<file path="src/rtl/sha_sched_pkg.sv">
// Shared types and constants for the SHA job scheduler.
// Optional watchdog is enabled by defining SHA_SCHED_TIMEOUT_EN.
package sha_sched_pkg;

  localparam int unsigned MAX_REQ = 8;
  localparam int unsigned ID_W    = 3;

  typedef enum logic [2:0] {
    IDLE,
    LAUNCH,
    WAIT_ACK,
    WAIT_DONE,
    COMPLETE
  } sched_state_t;

  typedef struct packed {
    logic [15:0]     msg_addr;
    logic [15:0]     out_addr;
    logic [ID_W-1:0] id;
  } job_desc_t;

  function automatic logic [MAX_REQ-1:0] id_to_onehot(input logic [ID_W-1:0] id);
    return MAX_REQ'(1) << id;
  endfunction

endpackage

</file>
<file path="src/rtl/sha_job_scheduler_rr_arbiter.sv">
// Combinational round-robin selector: the search starts one past the last
// granted index and wraps modulo NUM_REQ; the first active request wins.
module rr_arbiter
  import sha_sched_pkg::*;
#(
  parameter int unsigned NUM_REQ = 4
) (
  input  logic [NUM_REQ-1:0] req,
  input  logic [ID_W-1:0]    last_grant,
  output logic [NUM_REQ-1:0] grant,
  output logic [ID_W-1:0]    grant_idx
);

  int unsigned cand;
  logic        found;

  // Walk candidates in rotating priority order, keep the first hit
  always_comb begin
    grant     = '0;
    grant_idx = '0;
    found     = 1'b0;
    cand      = 0;
    for (int unsigned i = 1; i <= NUM_REQ; i++) begin
      cand = (32'(last_grant) + i) % NUM_REQ;
      if (!found && ((req >> cand) & NUM_REQ'(1)) != '0) begin
        found     = 1'b1;
        grant     = NUM_REQ'(1) << cand;
        grant_idx = cand[ID_W-1:0];
      end
    end
  end

endmodule

</file>
<file path="src/rtl/sha_job_scheduler.sv">
// Shares one simplified_sha256 core among NUM_REQ requesters, one job at a
// time, with round-robin fairness. Define SHA_SCHED_TIMEOUT_EN to add a
// watchdog that aborts a job after TIMEOUT_CYCLES and reports cmpl_err.
module sha_job_scheduler
  import sha_sched_pkg::*;
#(
  parameter int unsigned NUM_REQ        = 4,
  parameter int unsigned TIMEOUT_CYCLES = 4096
) (
  input  logic                    clk,
  input  logic                    reset_n,
  input  logic [NUM_REQ-1:0]      req_valid,
  input  logic [NUM_REQ*16-1:0]   req_msg_addr,
  input  logic [NUM_REQ*16-1:0]   req_out_addr,
  output logic [NUM_REQ-1:0]      req_ready,
  output logic [NUM_REQ-1:0]      cmpl_valid,
  output logic                    cmpl_err,
  output logic                    core_start,
  output logic [15:0]             core_message_addr,
  output logic [15:0]             core_output_addr,
  input  logic                    core_done,
  output logic                    busy,
  output logic [2:0]              grant_id
);

  if (NUM_REQ < 2 || NUM_REQ > MAX_REQ || TIMEOUT_CYCLES < 1) begin : g_bad_params
    $error("sha_job_scheduler: NUM_REQ must be 2..8 and TIMEOUT_CYCLES >= 1");
  end

  sched_state_t        state;
  job_desc_t           job;
  logic [ID_W-1:0]     last_grant;
  logic [NUM_REQ-1:0]  arb_grant;
  logic [ID_W-1:0]     arb_idx;
  logic [15:0]         sel_msg;
  logic [15:0]         sel_out;

  rr_arbiter #(.NUM_REQ(NUM_REQ)) u_arb (
    .req        (req_valid),
    .last_grant (last_grant),
    .grant      (arb_grant),
    .grant_idx  (arb_idx)
  );

  // Pick the winning requester's address pair
  always_comb begin
    sel_msg = '0;
    sel_out = '0;
    for (int unsigned i = 0; i < NUM_REQ; i++) begin
      if (arb_grant[i]) begin
        sel_msg = req_msg_addr[i*16 +: 16];
        sel_out = req_out_addr[i*16 +: 16];
      end
    end
  end

  // Job descriptor drives the core and owner outputs for the whole job
  assign core_message_addr = job.msg_addr;
  assign core_output_addr  = job.out_addr;
  assign grant_id          = job.id;
  assign busy              = (state != IDLE);

`ifdef SHA_SCHED_TIMEOUT_EN
  localparam int unsigned WD_W = $clog2(TIMEOUT_CYCLES + 1);
  logic [WD_W-1:0] wd;
  logic            wd_hit;
  // Hit on the cycle the counter would reach TIMEOUT_CYCLES
  assign wd_hit = (wd == WD_W'(TIMEOUT_CYCLES - 1));
`else
  assign cmpl_err = 1'b0;
`endif

  // Scheduler FSM with registered pulse outputs
  always_ff @(posedge clk or negedge reset_n) begin
    if (!reset_n) begin
      state      <= IDLE;
      job        <= '0;
      last_grant <= ID_W'(NUM_REQ - 1);
      req_ready  <= '0;
      cmpl_valid <= '0;
      core_start <= 1'b0;
`ifdef SHA_SCHED_TIMEOUT_EN
      wd         <= '0;
      cmpl_err   <= 1'b0;
`endif
    end else begin
      req_ready  <= '0;
      cmpl_valid <= '0;
      core_start <= 1'b0;
`ifdef SHA_SCHED_TIMEOUT_EN
      cmpl_err   <= 1'b0;
`endif
      case (state)
        IDLE: begin
          if (core_done && (req_valid != '0)) begin
            job        <= '{msg_addr: sel_msg, out_addr: sel_out, id: arb_idx};
            last_grant <= arb_idx;
            req_ready  <= arb_grant;
            core_start <= 1'b1;
            state      <= LAUNCH;
          end
        end
        LAUNCH: begin
`ifdef SHA_SCHED_TIMEOUT_EN
          wd    <= '0;
`endif
          state <= WAIT_ACK;
        end
        WAIT_ACK: begin
`ifdef SHA_SCHED_TIMEOUT_EN
          wd <= wd + 1'b1;
`endif
          if (!core_done) begin
            state <= WAIT_DONE;
          end
`ifdef SHA_SCHED_TIMEOUT_EN
          else if (wd_hit) begin
            state      <= COMPLETE;
            cmpl_valid <= NUM_REQ'(id_to_onehot(job.id));
            cmpl_err   <= 1'b1;
          end
`endif
        end
        WAIT_DONE: begin
`ifdef SHA_SCHED_TIMEOUT_EN
          wd <= wd + 1'b1;
`endif
          if (core_done) begin
            state      <= COMPLETE;
            cmpl_valid <= NUM_REQ'(id_to_onehot(job.id));
          end
`ifdef SHA_SCHED_TIMEOUT_EN
          else if (wd_hit) begin
            state      <= COMPLETE;
            cmpl_valid <= NUM_REQ'(id_to_onehot(job.id));
            cmpl_err   <= 1'b1;
          end
`endif
        end
        COMPLETE: state <= IDLE;
        default:  state <= IDLE;
      endcase
    end
  end

endmodule

</file>
<file path="config.mk">
export PLATFORM = sky130hd
export DESIGN_NAME = sha_job_scheduler
export DESIGN_NICKNAME = d
export VERILOG_FILES = /design/src/rtl/sha_sched_pkg.sv /design/src/rtl/sha_job_scheduler_rr_arbiter.sv /design/src/rtl/sha_job_scheduler.sv
export SDC_FILE = /design/constraint.sdc
export NUM_CORES = 1
export LEC_CHECK = 0
export BUFFER_PORTS_ARGS = -buffer_cell sky130_fd_sc_hd__buf_2
export CAP_MARGIN = 20
export CORE_UTILIZATION = 45
export CTS_BUF_LIST = sky130_fd_sc_hd__clkbuf_16
export CTS_CLUSTER_SIZE = 28
export DETAILED_ROUTE_END_ITERATION = 10
export PLACE_DENSITY = 0.87
export SLEW_MARGIN = 20
export SYNTH_ARGS = -nofsm -noshare
export SYNTH_HDL_FRONTEND = slang
export SYNTH_SLANG_ARGS = --single-unit
</file>
<file path="constraint.sdc">
create_clock -name clk -period 4.04 [get_ports clk]
set_input_delay 0.808 -clock clk [delete_from_list [all_inputs] [get_ports clk]]
set_output_delay 0.808 -clock clk [all_outputs]
set_load 0.005 [all_outputs]
</file>
==> qor.csv, run 1 <==
metric;value;unit
status;finished clean;
root buffer cell;clkbuf_16;
Non-Filler Instances;821;
Synth area leaders;dfrtp_1 (26%), o31a_1 (6.4%), a211oi_1 (5.5%);
first-pass GRT wire length;23900;um
initial antenna violation count;1;
R2R Path Start;last_grant[0]$_DFFE_PN1P_;
Longest Clk Path Bufs;2;
Row Count;35;
CP Capture Type;flip-flop;
Core ar.;9330;um2
final setup fails;0;
Cells after Synth;549;
CTS resizes;0;
largest net degree at the start of global routing;106;
Initial DRT Pass Iterations;5;
DRT iter0 DRCs;290;
total of max-cap violations;0;
Async SR Flop Fraction;100;%
Startpoint Class;flip-flop;
Hold Crit Class;primary input to async pin;
Skew-Pair Late Insertion Delay;0.29;ns
Crit Path Max Fanout;30;
final wirelength;15500;um
Arr. time, crit path;3.98;ns
Die X;100;um
post-route minimum period;3.79;ns
power per cell area;894;nW/um2
drt drc;0;
Final ANT Viol Nets;0;
Cell Chain, Critical Path;inv_1 -> ha_1 -> mux4_2 -> nor4b_4 -> nand2_1 -> buf_4 -> a21boi_0 -> o211ai_1 -> o31ai_1;
number of global-route vias before repair;4778;
Setup Skew;0.00494;ns
IO Pins;181;
GRT met3 Usage;4.11;%
vias;5039;
Overflow after GRT;0;
final setup TNS;0;ns
IO Port Bufs;178;
R2R cell count;9;
CTS buffer count;5;
Largest stage delay, worst path;0.68;ns
CP Data Required Time;4.23;ns
commonest non-fill, non-tap cell in the layout;buf_2;
DP Wirelength;10900;um
Via density;6.14;
Die Span Y;100;um
Initial Util;46.7;%
total power;4920;uW
CTS sink count;48;
Tot GR Track Use;29.7;%
Slew @ Worst Pin;1.13;ns
placed insts;811;
VDD IR max;0.592;mV
Layout area overhead;26.5;%
global placer's final weighted congestion;0.923;
leakage power;0.00273;uW
area of the die;10100;um2
clock transition at the registers of the reported paths;0.07;ns
RSZ-0062 raised after global routing;no;
global-route layer with the greatest usage;met2;
Synth Cell Area;4360;um2
average instance area after synthesis;7.94;um2
most frequent cells in the layout;buf_2 (177), dfrtp_1 (46), a21oi_1 (41);
fin crit share;93.9;%
CP max-delay cell;dfstp_2;
Yosys top cell by area;dfrtp_1;
register area share after synthesis;27.6;%
Critical path origin;last_grant[0]$_DFFE_PN1P_;
met1 usage;39.6;%
synth warn;0;
share of cells above drive strength 1;31.8;%
met2 Track Usage GR;48.6;%
Post-synth top flop;dfrtp_1;
normalized max-slew margin;24.5;%
Yosys top cell area share;26.4;%
Final Hold Fails;0;
CTS tree;built;
number of flops mapped to enable cells by yosys;0;
synthesized flop and latch total;48;
worst setup path category;flip-flop to flip-flop;
count of cell types in the netlist;39;
Max Fclk;264;MHz
H-tree depth;2;
drt wl/cell;18.8;um
Layout Nets;832;
Slew Viols, Final;0;
through the flow:
step           hold slack, ns  setup WS (ns)  instance area [um2]  util, %
4_1_cts                 0.522          0.149                 5500     58.9
6_report                0.511          0.248                 5510     59.1
5_1_grt                 0.542         0.0474                 5510     59.0
3_3_place_gp            0.498          0.386                 5350     57.4
2_1_floorplan           0.485          0.772                 4360        -
3_5_place_dp            0.504          0.181                 5350     57.4
area by class of cell:
type	count	area [um2]
Antenna cell	1	2.50
Clock buffer	5	125
Clock inverter	3	18.8
Fill cell	860	3820
Inverter	39	146
Multi-Input combinational cell	397	2780
Sequential cell	48	1200
Tap cell	129	161
Timing Repair Buffer	199	1080
power breakdown:
group	internal [uW]	switching, uW	leakage [uW]
Clock	228	201	0.0000635
Combinational	1420	2230	0.00206
Sequential	697	153	0.000603
path summary, 6_finish.rpt:
kind | end | slack [ns]
min reg2reg | cmpl_valid[2]$_DFF_PN0_ | 0.52
max in group asynchronous | core_message_addr[12]$_DFFE_PN0P_ | 2.98
min | cmpl_valid[2]$_DFF_PN0_ | 0.51
max | core_output_addr[8]$_DFFE_PN0P_ | 0.25
min in group clk | cmpl_valid[2]$_DFF_PN0_ | 0.52
max reg2reg | core_output_addr[8]$_DFFE_PN0P_ | 0.25
state kept, by name, summed over array words and instances (netlist names):
register	count
core_message_addr	16
state	3
core_output_addr	16
grant_id	2
req_ready	4
core_start	1
cmpl_valid	4
last_grant	2
per-layer routing:
| metal | vias up | routed length, um |
|---|---|---|
| met3 | 44 | 1310 |
| met2 | 297 | 7340 |
| li1 | 2359 | - |
| met4 | 0 | 442 |
| met5 | - | 0 |
| met1 | 2339 | 6370 |
cell families (layout without fill, tap and decap cells):
group           after synthesis  count (layout)  share of synthesized area (%)
compound gates              246             247                           40.9
xor+xnor                      2               2                          0.402
fa+ha+maj                     7               7                           2.01
buf+inv                     106             246                           9.88
flops                        48              48                           27.6
mux                           4               4                           2.07
other cells                   1               3                         0.0861
simple gates                135             135                           17.0
synth_stat cells (all sizes together) (7+ instances only):
| master | n |
|---|---|
| a211oi | 32 |
| a21boi | 32 |
| a21oi | 45 |
| and3 | 33 |
| buf | 17 |
| clkbuf | 50 |
| dfrtp | 46 |
| ha | 7 |
| inv | 39 |
| nand2 | 37 |
| nor2 | 13 |
| nor4 | 34 |
| o211ai | 32 |
| o21bai | 32 |
| o31a | 32 |
| o31ai | 32 |
repair_timing:
action,CTS,global route
hold buffers,0,0
setup buffers,0,0
endpoints found under the setup margin,0,20
critical path: cells and delay by family, from the launching register on:
kind	cells	cell delay, ns
flip-flops	1	0.68
AND/OR/NAND/NOR	2	0.73
adder cells (fa/ha/maj)	1	0.44
buffers and inverters	2	0.49
multiplexers	1	0.67
AO/OA/AOI/OAI	3	0.67
Power figures use the tool's default switching activity.
==> run 2, diff against run 1 <==
--- a/config.mk
+++ b/config.mk
@@ -5,13 +5,13 @@
 export SDC_FILE = /design/constraint.sdc
 export NUM_CORES = 1
 export LEC_CHECK = 0
+export ABC_AREA = 1
 export BUFFER_PORTS_ARGS = -buffer_cell sky130_fd_sc_hd__buf_2
-export CAP_MARGIN = 20
 export CORE_UTILIZATION = 45
 export CTS_BUF_LIST = sky130_fd_sc_hd__clkbuf_16
 export CTS_CLUSTER_SIZE = 28
 export DETAILED_ROUTE_END_ITERATION = 10
-export PLACE_DENSITY = 0.87
+export PLACE_DENSITY = 0.88
 export SLEW_MARGIN = 20
 export SYNTH_ARGS = -nofsm -noshare
 export SYNTH_HDL_FRONTEND = slang
==> run 2 against run 1 <==
  * Combinational power up 6.6%
  * Cell count up 3.8%
  * Critical path depth up 5
  * First-iteration DRC count down 38%
  * Hold slack worse by 0.034 ns
  * Via count down 15%
  * Sequential share of layout area up 2.8 points
  * Synthesized area down 9.2%
  * Synthesized cell count up 7.8%
  * Cell area down 11%
  * Clock power down 6.5%
  * Clock skew down 0.0015 ns
==> qor.csv, run 2 <==
metric;value;unit;change
status;finished clean;;
CP max-delay cell;dfstp_2;;
crit-path leading delay family;simple AND/OR/NAND/NOR gates;;
Slew Viols, Final;0;;unchanged
post-synthesis compound-gate area fraction;18.6;%;-22 points
synth cell count leaders;nand2_1 (223), inv_1 (86), a21oi_1 (57), nand3_1 (48), dfrtp_1 (46);;
critical path's most frequent cell;nand2_1;;
fin crit share;81.7;%;-12 points
Layout Nets;888;;+6.7%
post-route minimum period;3.30;ns;-0.490 ns
Longest Clk Path Bufs;2;;unchanged
CTS sink count;48;;unchanged
Async SR Flop Fraction;100;%;unchanged
WP buf/inv;3;;+1
WL met3;740;um;-44%
final setup fails;0;;unchanged
IO Port Bufs;178;;unchanged
normalized max-slew margin;31.0;%;+6.5 points
final setup TNS;0;ns;unchanged
switching share of power;55.3;%;+2.9 points
drt wl/cell;12.8;um;-32%
Filler cells;831;;-3.4%
number of global-route vias before repair;3766;;-21%
synthesized flop and latch total;48;;unchanged
clock transition at the registers of the reported paths;0.06;ns;about the same
R2R Setup Slk;0.74;ns;+0.49 ns
Post-synth top flop;dfrtp_1;;
Yosys top cell by area;dfrtp_1;;
Crit path depth;14;;+5
Hold Crit Class;flip-flop to flip-flop;;
WHS Endpoint;core_output_addr[12]$_DFFE_PN0P_;;
adder-cell area share of the yosys netlist;2.21;%;+0.20 points
XOR/XNOR Fraction of Synth Area;0;%;-0.40 points
antenna cells;0;;-1
Reg power frac;15.9;%;-1.4 points
P_sw;2820;uW;+9.3%
main combinational cell family by area after synthesis;simple AND/OR/NAND/NOR gates;;
met2 routed wirelength;5310;um;-28%
Synth Area in Simple Gates;32.4;%;+15 points
register area share after synthesis;30.4;%;+2.8 points
Critical path origin;last_grant[0]$_DFFE_PN1P_;;
Arr. time, crit path;3.48;ns;-0.50 ns
Crit Path Max Fanout;32;;+6.7%
M1 wire length;4690;um;-26%
Yosys top cell area share;29.1;%;+2.7 points
Initial DRT Pass Iterations;5;;unchanged
Startpoint Class;flip-flop;;
largest net degree at the start of global routing;66;;-38%
root buffer cell;clkbuf_16;;
power per cell area;1040;nW/um2;+17%
CTS buffer count;5;;unchanged
Largest stage delay, worst path;0.66;ns;-0.02 ns
worst setup path category;flip-flop to flip-flop;;
Via density;5.00;;-19%
Layout area overhead;23.5;%;
share of cells above drive strength 1;34.0;%;+2.2 points
CTS tree;built;;
Post-CTS Setup Bufs;0;;unchanged
CP Capture Type;flip-flop;;
Top Metal Used;met4;;
Clock power frac;7.9;%;-0.8 points
Int Pwr;2280;uW;-2.7%
final wirelength;10900;um;-29%
CTS resizes;0;;unchanged
Synth Cell Area;3960;um2;-9.2%
R2R Path Start;last_grant[0]$_DFFE_PN1P_;;
Row Count;33;;-5.7%
setup ws final;0.739;ns;+0.490 ns
total power;5100;uW;+3.6%
Cells after Synth;592;;+7.8%
Setup Skew;0.00346;ns;-0.00148 ns
synth warn;0;;unchanged
Initial Util;47.2;%;+0.49 points
HP Start;core_output_addr[12]$_DFFE_PN0P_;;
Die Span Y;95.8;um;-4.6%
Cell Chain, Critical Path;inv_4 -> ha_1 -> inv_1 -> nand2_2 -> nand2_4 -> nor2_4 -> a21oi_2 -> nand3_2 -> inv_2 -> nand2_1 -> nand2_1 -> nand2_1 -> nand2_1 -> nand2_1;;
CTS Hold Bufs;0;;unchanged
CP Data Required Time;4.22;ns;about the same
first-pass GRT wire length;16800;um;-30%
Die X;95.8;um;-4.6%
IO Pins;181;;unchanged
average instance area after synthesis;6.68;um2;-16%
Slew @ Worst Pin;1.03;ns;-0.0994 ns
R2R cell count;14;;+5
global placer's final weighted congestion;0.909;;-1.4%
total of max-cap violations;0;;unchanged
drt drc;0;;unchanged
Final ANT Viol Nets;0;;unchanged
Max Fclk;303;MHz;+15%
Overflow after GRT;0;;unchanged
Combinational Power Share;76.2;%;+2.2 points
Tot GR Track Use;23.6;%;-6.1 points
RSZ-0062 raised after global routing;no;;
most common cell in the netlist;nand2_1;;
commonest non-fill, non-tap cell in the layout;nand2_1;;
DP Wirelength;7870;um;-27%
leakage power;0.00308;uW;+13%
worst r2r dst;core_message_addr[7]$_DFFE_PN0P_;;
DRT iter0 DRCs;180;;-38%
mux cell area share after synthesis;0;%;-2.1 points
most frequent cells in the layout;nand2_1 (223), buf_2 (177), inv_1 (85);;
count of cell types in the netlist;33;;-15%
Skew-Pair Late Insertion Delay;0.29;ns;about the same
Core ar.;8380;um2;-10%
number of flops mapped to enable cells by yosys;0;;unchanged
VDD IR max;0.543;mV;-8.2%
Hold Path Depth;2;;
vias;4259;;-15%
H-tree depth;2;;unchanged
Final Hold Fails;0;;unchanged
post-placement setup slack;0.765;ns;+0.584 ns
initial antenna violation count;0;;-1
area of the die;9170;um2;-9.0%
Synth area leaders;dfrtp_1 (29%), nand2_1 (21%), a21oi_2 (9.1%);;
==> run 2: changes by cell type in the layout (fill, tap and decap cells not counted), sizes merged, moves of 15 or more <==
cell	before	now
a211oi	32	0
a21boi	32	1
a21oi	46	98
and3	33	0
buf	199	184
inv	39	89
nand2	37	231
nand3	1	52
nor4	34	4
o211ai	32	0
o21bai	32	0
o31a	32	0
o31ai	32	0
==> run 2: worst max-delay path by stage <==
| stage | endpoint | slack (ns) |
|---|---|---|
| 6_report | core_message_addr[7]$_DFFE_PN0P_ | 0.74 |
| 5_1_grt | core_message_addr[0]$_DFFE_PN0P_ | 0.49 |
| 4_1_cts | core_message_addr[7]$_DFFE_PN0P_ | 0.75 |
| 3_5_place_dp | core_output_addr[13]$_DFFE_PN0P_ | 0.76 |
| 3_3_place_gp | core_message_addr[7]$_DFFE_PN0P_ | 0.83 |
| 2_1_floorplan | core_message_addr[10]$_DFFE_PN0P_ | 1.58 |
==> run 2: final cells by class <==
cell class / count / area [um2] / area share (%)
Clock buffer: 5 / 125 / 2.56
Timing Repair Buffer: 184 / 951 / 19.5
Inverter: 89 / 337 / 6.89
Clock inverter: 3 / 13.8 / 0.282
Tap cell: 105 / 131 / 2.69
Multi-Input combinational cell: 418 / 2130 / 43.5
Sequential cell: 48 / 1200 / 24.6
==> run 2: worst register-to-register path, delay by kind of cell, from the launching register on <==
| kind | cells | cell delay, ns |
|---|---|---|
| DFF | 1 | 0.66 |
| buffers and inverters | 3 | 0.90 |
| AOI/OAI and AO/OA | 1 | 0.13 |
| and+or+nand+nor | 9 | 1.13 |
| adders and majority gates | 1 | 0.39 |
==> run 2: logic make-up after synthesis <==
logic type | after synthesis
adders and majority gates | 7
buffers and inverters | 127
and+or+nand+nor | 297
DFF | 48
other | 1
AOI/OAI and AO/OA | 112
==> run 2: routing by layer <==
layer | global-route usage [%] | vias up
met5 | 0 | -
met4 | 7.71 | 0
met3 | 4.03 | 16
met2 | 42.0 | 175
met1 | 29.0 | 1917
li1 | - | 2151
==> run 2: per-stage QoR <==
stage | hold WS, ns | utilization (%) | std cells | instance area (um2)
floorplan | 0.472 | - | 593 | 3960
global placement | 0.456 | 56.6 | 844 | 4750
detailed placement | 0.460 | 56.6 | 844 | 4750
CTS | 0.477 | 58.3 | 852 | 4880
global route | 0.497 | 58.3 | 852 | 4890
finish | 0.477 | 58.3 | 852 | 4890
==> run 2: power by group through the flow <==
| stage | registers (uW) | clock network, uW | logic (uW) |
|---|---|---|---|
| after floorplan | 814 | 0 | 3380 |
| after global placement | 811 | 0 | 3810 |
| after detailed placement | 815 | 0 | 3890 |
| after CTS | 811 | 414 | 3890 |
| after global routing | 836 | 431 | 4400 |
| final | 813 | 401 | 3890 |
==> run 3, diff against run 2 <==
--- a/config.mk
+++ b/config.mk
@@ -5,13 +5,13 @@
 export SDC_FILE = /design/constraint.sdc
 export NUM_CORES = 1
 export LEC_CHECK = 0
-export ABC_AREA = 1
+export ABC_AREA = 0
 export BUFFER_PORTS_ARGS = -buffer_cell sky130_fd_sc_hd__buf_2
 export CORE_UTILIZATION = 45
 export CTS_BUF_LIST = sky130_fd_sc_hd__clkbuf_16
 export CTS_CLUSTER_SIZE = 28
 export DETAILED_ROUTE_END_ITERATION = 10
-export PLACE_DENSITY = 0.88
+export PLACE_DENSITY = 0.87
 export SLEW_MARGIN = 20
 export SYNTH_ARGS = -nofsm -noshare
 export SYNTH_HDL_FRONTEND = slang
==> constraint.sdc (replaced) <==
create_clock -name clk -period 3.1 [get_ports clk]
set_input_delay 0.62 -clock clk [delete_from_list [all_inputs] [get_ports clk]]
set_output_delay 0.62 -clock clk [all_outputs]
set_load 0.005 [all_outputs]
==> run 3 against run 2 <==
  * Count of clock-buffer cells in the layout unchanged
  * Utilization is 2.6 points higher
  * Critical path depth decreased by 4
  * Global-route usage increased by 5.2 points
  * Clock skew grew 0.0046 ns
  * Cell count shrank 2.1%
  * Via count up 20%
  * Critical endpoint is now core_message_addr[11]$_DFFE_PN0P_
  * Largest power group unchanged
==> qor.csv, run 3 (synthesis gave the netlist of run 1 again) <==
metric;value;unit;change
status;finished clean;;
final setup fails;0;;unchanged
DRT iter0 DRCs;339;;+88%
share of cells above drive strength 1;33.9;%;-0.10 points
commonest non-fill, non-tap cell in the layout;buf_2;;
Initial DRT Pass Iterations;5;;unchanged
clock transition at the registers of the reported paths;0.08;ns;+0.02 ns
Die Span Y;100;um;+4.8%
CTS buffer count;5;;unchanged
number of global-route vias before repair;4773;;+27%
met2 routed wirelength;7110;um;+34%
VDD IR max;0.907;mV;+67%
antenna cells;0;;unchanged
vias;5095;;+20%
Hold Crit Class;primary input to async pin;;
normalized max-slew margin;44.0;%;+13 points
IO Port Bufs;178;;unchanged
Startpoint Class;flip-flop;;
CTS Hold Bufs;0;;unchanged
most frequent cells in the layout;buf_2 (178), dfrtp_1 (46), a21oi_1 (39);;
WL met3;1080;um;+45%
first-pass GRT wire length;23000;um;+37%
Crit Path Max Fanout;22;;-31%
power per cell area;1180;nW/um2;+13%
initial antenna violation count;0;;unchanged
root buffer cell;clkbuf_16;;
Finished Core Util;61.0;%;+2.6 points
CTS sink count;48;;unchanged
Tot GR Track Use;28.8;%;+5.2 points
Die X;100;um;+4.8%
Final Hold Fails;0;;unchanged
total of max-cap violations;0;;unchanged
area of the die;10100;um2;+9.9%
Slew Viols, Final;0;;unchanged
CP Capture Type;flip-flop;;
Longest Clk Path Bufs;2;;unchanged
Initial Util;46.7;%;-0.49 points
final wirelength;15100;um;+38%
global placer's final weighted congestion;0.850;;-6.6%
Core ar.;9330;um2;+11%
fin crit share;97.2;%;+15 points
Slew @ Worst Pin;0.839;ns;-0.194 ns
Overflow after GRT;0;;unchanged
Max Fclk;332;MHz;+9.6%
M1 wire length;6590;um;+41%
Layout Nets;846;;-4.7%
Via density;6.11;;+22%
Arr. time, crit path;3.20;ns;-0.28 ns
Placement Cell Area;5430;um2;+15%
WHS;0.446;ns;-0.0307 ns
drt drc;0;;unchanged
worst setup path category;flip-flop to flip-flop;;
post-route minimum period;3.01;ns;-0.289 ns
Skew-Pair Late Insertion Delay;0.29;ns;about the same
DP Wirelength;10200;um;+30%
Top Metal Used;met4;;
Row Count;35;;+6.1%
largest net degree at the start of global routing;56;;-15%
IO Pins;181;;unchanged
drt wl/cell;18.2;um;+41%
Layout area overhead;30.5;%;
H-tree depth;2;;unchanged
total power;6710;uW;+32%
CP Data Required Time;3.29;ns;-0.93 ns
Layout Cell Area excl Fill;5690;um2;+16%
Final ANT Viol Nets;0;;unchanged
Setup Skew;0.00804;ns;+0.00458 ns
CTS tree;built;;
leakage power;0.00281;uW;-8.6%
final setup TNS;0;ns;unchanged
[run 3: path summary, 6_finish.rpt]
kind                                      startpoint                           endpoint  slack (ns)  depth (start not counted)
min in group clk             grant_id[0]$_DFFE_PN0P_            cmpl_valid[2]$_DFF_PN0_        0.52                          1
min                                          reset_n   core_output_addr[13]$_DFFE_PN0P_        0.45                          2
max reg2reg                last_grant[1]$_DFFE_PN1P_  core_message_addr[11]$_DFFE_PN0P_        0.09                         10
min reg2reg                  grant_id[0]$_DFFE_PN0P_            cmpl_valid[2]$_DFF_PN0_        0.52                          1
max in group asynchronous                    reset_n   core_message_addr[9]$_DFFE_PN0P_        2.21                          2
max                        last_grant[1]$_DFFE_PN1P_  core_message_addr[11]$_DFFE_PN0P_        0.09                         10
[run 3: area by class of cell]
cell class                 count  area, um2
clock inverter                 3       17.5
clock buffer                   5        125
fill                         803       3640
timing repair buffer         212       1180
multi-input combinational    398       2850
tap                          129        161
sequential                    48       1200
inverter                      39        146
[run 3: stage by stage]
stage                     setup WS, ns  std cells
final                           0.0873        834
after global routing           -0.0297        834
after CTS                      -0.0203        829
after detailed placement       -0.0392        820
after global placement          0.0723        820
after floorplan                 0.0507        550
[run 3: where the power goes]
part           leakage, uW  internal, uW  switching, uW
registers         0.000603           905            153
logic              0.00214          2050           3040
clock network    0.0000716           299            258
[run 3: routing by layer]
metal / vias to the layer above / track usage [%]
li1: 2371 / -
met1: 2420 / 39.1
met3: 44 / 3.27
met5: - / 0
met2: 260 / 47.0
met4: 0 / 11.4
[run 3: what timing repair did]
item	in CTS	in global routing
endpoints found under the setup margin	8	32
cloned	1	1
buffers inserted	0	4
pin swaps	0	1
endpoints found under the hold margin	0	0
gates resized for setup	1	6
[run 3: worst max-delay path, stage by stage, from the launching register on]
cell and delay [ns]:
dfstp_2 0.53, inv_1 0.07, ha_4 0.30, mux4_2 0.63, nor4b_4 0.35, buf_4 0.23
buf_4 0.25, and3_1 0.18, nor4_1 0.06, o31a_1 0.24, o31ai_1 0.07
